## config.mk

```make
export PLATFORM = sky130hd
export DESIGN_NAME = usb_personality_ctrl
export DESIGN_NICKNAME = d
export VERILOG_FILES = /design/src/rtl/usb_personality_pkg.sv /design/src/rtl/usb_personality_ctrl.sv
export SDC_FILE = /design/constraint.sdc
export NUM_CORES = 1
export LEC_CHECK = 0
export ABC_AREA = 0
export CAP_MARGIN = 5
export CORE_UTILIZATION = 58
export DETAILED_ROUTE_END_ITERATION = 8
export GPL_TIMING_DRIVEN = 0
export PLACE_DENSITY_LB_ADDON = 0.3
export SLEW_MARGIN = 25
export SYNTH_ARGS = -nofsm -noshare
export SYNTH_HDL_FRONTEND = slang
export SYNTH_SLANG_ARGS = --single-unit
```

## constraint.sdc

```tcl
create_clock -name clk -period 3.6 [get_ports clk]
set_input_delay 0.36 -clock clk [delete_from_list [all_inputs] [get_ports clk]]
set_output_delay 0.36 -clock clk [all_outputs]
set_load 0.005 [all_outputs]
```

## src/rtl/usb_personality_pkg.sv

```systemverilog
// rtl/usb_personality_pkg.sv - shared personality codes, error codes and ctrl FSM encoding
package usb_personality_pkg;

    localparam int NUM_PERSONALITIES = 5;

    localparam logic [2:0] PERS_GREASEWEAZLE = 3'd0;
    localparam logic [2:0] PERS_KRYOFLUX     = 3'd1;
    localparam logic [2:0] PERS_FLUXENGINE   = 3'd2;
    localparam logic [2:0] PERS_MSC          = 3'd3;
    localparam logic [2:0] PERS_MSC_RAW      = 3'd4;

    localparam logic [1:0] ERR_NONE     = 2'd0;
    localparam logic [1:0] ERR_RANGE    = 2'd1;
    localparam logic [1:0] ERR_TIMEOUT  = 2'd2;
    localparam logic [1:0] ERR_MISMATCH = 2'd3;

    typedef enum logic [2:0] {
        ST_IDLE       = 3'd0,
        ST_CHECK      = 3'd1,
        ST_REQUEST    = 3'd2,
        ST_WAIT_ACK   = 3'd3,
        ST_DISCONNECT = 3'd4,
        ST_DONE       = 3'd5,
        ST_ERROR      = 3'd6
    } ctrl_state_t;

endpackage

```

## src/rtl/usb_personality_ctrl.sv

```systemverilog
// rtl/usb_personality_ctrl.sv - personality-switch initiator with ack timeout, retry and soft-disconnect hold
module usb_personality_ctrl #(
    parameter int NUM_PERSONALITIES   = usb_personality_pkg::NUM_PERSONALITIES,
    parameter int DEFAULT_PERSONALITY = 4,
    parameter int TIMEOUT_CYCLES      = 1024,
    parameter int MAX_RETRIES         = 2,
    parameter int DISCONNECT_CYCLES   = 1000
) (
    input  logic       clk,
    input  logic       rst_n,
    input  logic       cmd_valid,
    input  logic [2:0] cmd_sel,
    output logic       cmd_ready,
    output logic [2:0] personality_sel,
    output logic       personality_switch,
    input  logic       switch_complete,
    input  logic [2:0] active_personality,
    input  logic       personality_valid,
    output logic       usb_disconnect,
    output logic       done,
    output logic       busy,
    output logic [1:0] last_error,
    output logic [7:0] switch_count,
    output logic [2:0] ctrl_state
);
    import usb_personality_pkg::*;

    localparam logic [3:0]  NUM_PERS     = 4'(NUM_PERSONALITIES);
    localparam logic [2:0]  DEFAULT_SEL  = 3'(DEFAULT_PERSONALITY);
    localparam logic [15:0] TIMEOUT_LOAD = 16'(TIMEOUT_CYCLES - 1);
    localparam logic [15:0] DISC_LOAD    = 16'(DISCONNECT_CYCLES - 1);
    localparam logic [2:0]  RETRY_MAX    = 3'(MAX_RETRIES);

    ctrl_state_t state, state_n;
    logic [15:0] cnt, cnt_n;
    logic [2:0]  retries, retries_n;
    logic [2:0]  target, target_n;
    logic [2:0]  sel_q, sel_n;
    logic [1:0]  err_q, err_n;
    logic [7:0]  count_q, count_n;
    logic        via_disc, via_disc_n;

    always_ff @(posedge clk) begin
        if (!rst_n) begin
            state    <= ST_IDLE;
            cnt      <= '0;
            retries  <= '0;
            target   <= '0;
            sel_q    <= DEFAULT_SEL;
            err_q    <= ERR_NONE;
            count_q  <= '0;
            via_disc <= 1'b0;
        end else begin
            state    <= state_n;
            cnt      <= cnt_n;
            retries  <= retries_n;
            target   <= target_n;
            sel_q    <= sel_n;
            err_q    <= err_n;
            count_q  <= count_n;
            via_disc <= via_disc_n;
        end
    end

    always_comb begin
        state_n            = state;
        cnt_n              = cnt;
        retries_n          = retries;
        target_n           = target;
        sel_n              = sel_q;
        err_n              = err_q;
        count_n            = count_q;
        via_disc_n         = via_disc;
        cmd_ready          = 1'b0;
        personality_switch = 1'b0;
        usb_disconnect     = 1'b0;
        done               = 1'b0;

        case (state)
            ST_IDLE: begin
                cmd_ready = personality_valid;
                if (cmd_valid && personality_valid) begin
                    target_n   = cmd_sel;
                    err_n      = ERR_NONE;
                    retries_n  = '0;
                    via_disc_n = 1'b0;
                    state_n    = ST_CHECK;
                end
            end
            ST_CHECK: begin
                if ({1'b0, target} >= NUM_PERS) begin
                    err_n   = ERR_RANGE;
                    state_n = ST_ERROR;
                end else if (target == active_personality) begin
                    state_n = ST_DONE;
                end else begin
                    // Load the select ahead of the pulse so the mux samples a settled code.
                    sel_n   = target;
                    state_n = ST_REQUEST;
                end
            end
            ST_REQUEST: begin
                personality_switch = 1'b1;
                sel_n              = target;
                cnt_n              = TIMEOUT_LOAD;
                state_n            = ST_WAIT_ACK;
            end
            ST_WAIT_ACK: begin
                // An ack landing on the expiry cycle still counts as success.
                if (switch_complete) begin
                    if (active_personality == target) begin
                        cnt_n      = DISC_LOAD;
                        via_disc_n = 1'b1;
                        state_n    = ST_DISCONNECT;
                    end else begin
                        err_n   = ERR_MISMATCH;
                        state_n = ST_ERROR;
                    end
                end else if (cnt == '0) begin
                    if (retries < RETRY_MAX) begin
                        retries_n = retries + 3'd1;
                        state_n   = ST_REQUEST;
                    end else begin
                        err_n   = ERR_TIMEOUT;
                        state_n = ST_ERROR;
                    end
                end else begin
                    cnt_n = cnt - 16'd1;
                end
            end
            ST_DISCONNECT: begin
                usb_disconnect = 1'b1;
                if (cnt == '0) begin
                    state_n = ST_DONE;
                end else begin
                    cnt_n = cnt - 16'd1;
                end
            end
            ST_DONE: begin
                done = 1'b1;
                if (via_disc && (count_q != 8'hFF)) begin
                    count_n = count_q + 8'd1;
                end
                state_n = ST_IDLE;
            end
            ST_ERROR: begin
                done    = 1'b1;
                state_n = ST_IDLE;
            end
            default: state_n = ST_IDLE;
        endcase
    end

    assign busy            = (state != ST_IDLE);
    assign ctrl_state      = state;
    assign personality_sel = sel_q;
    assign last_error      = err_q;
    assign switch_count    = count_q;

endmodule

```

==> impl_metrics.toml <==
[route]
route.met3.wl_um = 359
num_vias = 2122
dr_wl_met2_mm = 2.49
drt-met1-wl_mm = 2.34
dr.pass1.iters = 4
ant_nets = 0
drc = 0
top_layer = "met4"
avgRoutedWirePerCell_um = 15.1
routed_wl_mm = 5.31
drt_iter0_drc = 189
routed_via_density = 6.03

[synthesis]
ys_seq_area_share_pct = 35.1
synthCells = 265
syn-num-nets = 279
synth_mux_area_share_pct = 5.40
synthSimpleGateAreaFrac_pct = 29.3
synth-seq-cells = 39
ys_warn_count = 0
synth_area_um2 = 2220
synth_top_family_by_area = "simple AND/OR/NAND/NOR gates"
synth_adder_area_share_pct = 1.69
synth_ff_type = "dfxtp_1"
synth-compound-area-share_pct = 18.8
synth_edf_count = 0
netlist-cell-type-count = 62
syn_avg_cell_area_um2 = 8.39
ys_async_sr_fraction_pct = 0
yosys.area_share.xor_xnor_pct = 5.06

[flow_run]
drv_cap = 0

[layout]
nets = 317
layout-drive-gt1-share_pct = 9.21
stdcell_count = 352
diodes = 0
area_growth_pct = 21.3
final_area_um2 = 2700

[timing]
fmax_mhz = 409
fin_crit_ns = 2.44
fin_crit_sh_pct = 67.9
maxSlewHeadroom_pct = 51.1
worstMarginPinSlew_ns = 0.732
finClkSkew_ns = 0.00841
hold_viol_final = 0
fin_ws_ns = 1.16
hold_slack_ns = 0.466
totalNegativeSetupSlack_ns = 0
setup_viol = 0
rsz0062_at_grt = "false"
drv_slew = 0

[placement]
numPortBuffers = 31
dp_hpwl_mm = 3.82
placed_cell_area_um2 = 2590
gp_congestion = 0.963
place_inst = 344
dp_slack_ns = 0.873

[global_routing]
grt_max_degree = 13
grt_usage_pct = 27.6
grt_pass1_vias = 1891
grt_pass1_wl_mm = 8.66
overflow = 0
antenna_found_initial = 0

[floorplanning]
start_util_pct = 60.8
die_h_um = 63.9
fp.coreArea_um2 = 3660
rows = 22
die_w_um = 63.9
die_area_um2 = 4090
ios = 32

[power]
p_leak_uw = 0.000979
p_sw_share_pct = 41.1
irDropWorstVdd_uv = 328
p_int_uw = 1110
seqPwrFrac_pct = 31.5
p_clk_share_pct = 17.6
p_sw_uw = 773
combPwrFrac_pct = 50.9
power_per_cell_area_nw_per_um2 = 697

[setup_path]
critical_path.cell_chain = "clkdlybuf4s50_1 -> xor2_2 -> or4_4 -> a21boi_2 -> nand2_1 -> a2111oi_2"
worstSetupPathType = "in -> reg"
critPathTopFamily = "compound AO/OA/AOI/OAI gates"
cp_num_buf_inv = 1
arrival_ns = 2.65
critPathMaxFanout = 10
cp-start-kind = "primary input"
critPathMaxStageDelay_ns = 0.57
crit_path_top_delay_cell = "or4_4"
worstPathRequired_ns = 3.81
critPathCaptureType = "flop"

[clock_network]
postCtsSetupRepairBufs = 0
hold_buffers = 0
clockBufferDepth = 2
clk_pin_slew_ns = 0.08
ctsRootBufferMaster = "clkbuf_8"
post_cts_resized = 0
clock-sinks = 39
cts_max_level = 2
insertion_delay_ns = 0.30
cts_buffers = 5
cts_tree = "built"

[run_status]
outcome = "complete, no violations"

[worst_hold_path]
hp-class = "reg -> reg"
## cells in the mapped netlist, types with 2 or more instances
master / number / area share [%]
nor2_1: 26 / 4.4
xnor2_1: 7 / 2.8
o41ai_1: 3 / 1.2
ha_1: 3 / 1.7
or4_1: 2 / 0.67
a311oi_1: 2 / 0.79
o31ai_1: 2 / 0.67
inv_1: 8 / 1.3
nand2_1: 26 / 4.4
nor3b_1: 3 / 1.0
nand2b_1: 6 / 1.7
nor2b_1: 2 / 0.56
nand4_1: 3 / 0.84
nor3_1: 15 / 3.4
o21ai_0: 3 / 0.67
mux2i_1: 12 / 5.4
a21boi_2: 2 / 1.0
a211oi_1: 6 / 2.0
a21boi_0: 2 / 0.67
nor4_1: 6 / 1.7
o221a_2: 2 / 1.0
xor2_1: 4 / 1.6
o221ai_1: 2 / 0.79
buf_6: 3 / 1.5
and3_1: 2 / 0.56
nand3b_1: 2 / 0.67
a21oi_1: 14 / 3.1
clkbuf_1: 6 / 1.0
dfxtp_1: 39 / 35
a31oi_1: 7 / 2.0
and2_1: 5 / 1.4
or3_1: 3 / 0.84
nand3_1: 8 / 1.8
## layout make-up
| class | count | area [µm²] |
|---|---|---|
| multi-input cells | 206 | 1340 |
| fillers | 285 | 962 |
| flip-flops and latches | 39 | 781 |
| repair buffers | 31 | 310 |
| clock buffers | 7 | 96.3 |
| plain buffers | 12 | 73.8 |
| well taps | 48 | 60.1 |
| inverters | 8 | 30.0 |
| clock inverters | 1 | 7.51 |
## power groups by stage
stage | sequential (µW) | clock (µW) | combinational, µW
finish | 592 | 332 | 956
global route | 604 | 353 | 1040
CTS | 591 | 334 | 942
detailed placement | 599 | 0 | 931
global placement | 595 | 0 | 917
floorplan | 585 | 0 | 682
## per-stage QoR
step / total power [µW] / utilization (%)
2_1_floorplan: 1270 / -
3_3_place_gp: 1510 / 70.9
3_5_place_dp: 1530 / 70.9
4_1_cts: 1870 / 73.7
5_1_grt: 2000 / 73.7
6_report: 1880 / 73.7
## cells in the final DEF, fill, tap and decap left out, drive strengths merged, types with 8 or more instances in the layout
cell type | Yosys | layout
nor2 | 26 | 26
clkbuf | 7 | 14
mux2i | 12 | 12
inv | 8 | 8
a21oi | 14 | 14
clkdlybuf4s50 | 0 | 31
nand2 | 26 | 26
nor3 | 15 | 15
nand3 | 8 | 8
dfxtp | 39 | 39
## routing by layer
metal | track usage (%) | up-vias
li1 | - | 1054
met1 | 34.3 | 974
met2 | 45.2 | 84
met3 | 5.89 | 10
met4 | 13.1 | 0
met5 | 0 | -
## flip-flops by register name, summed over array words and instances, names as in the netlist
signal / count
cnt: 16
switch_count: 8
ctrl_state: 3
personality_sel: 3
retries: 3
target: 3
last_error: 2
via_disc: 1
## final timing paths
check | from | endpoint | slack [ns] | cells after the start
setup reg to reg | ctrl_state[0] | cnt[9] | 1.32 | 6
hold / removal | personality_sel[0] | personality_sel[0] | 0.47 | 2
hold reg to reg | personality_sel[0] | personality_sel[0] | 0.47 | 2
setup / recovery | active_personality[1] | cnt[9] | 1.16 | 6
## worst reg2reg max path, stage by stage, from the launching register on
cell	delay [ns]
dfxtp_1	0.31
clkbuf_1	0.19
nor3b_1	0.48
a21oi_1	0.19
a21boi_2	0.49
nand2_1	0.19
a2111oi_2	0.32
## cells by family after synthesis
group,Yosys count
simple gates,122
compound gates,57
flops,39
buf+inv,20
xor+xnor,12
mux,12
fa+ha+maj,3
(Power assumes the default switching activity.)
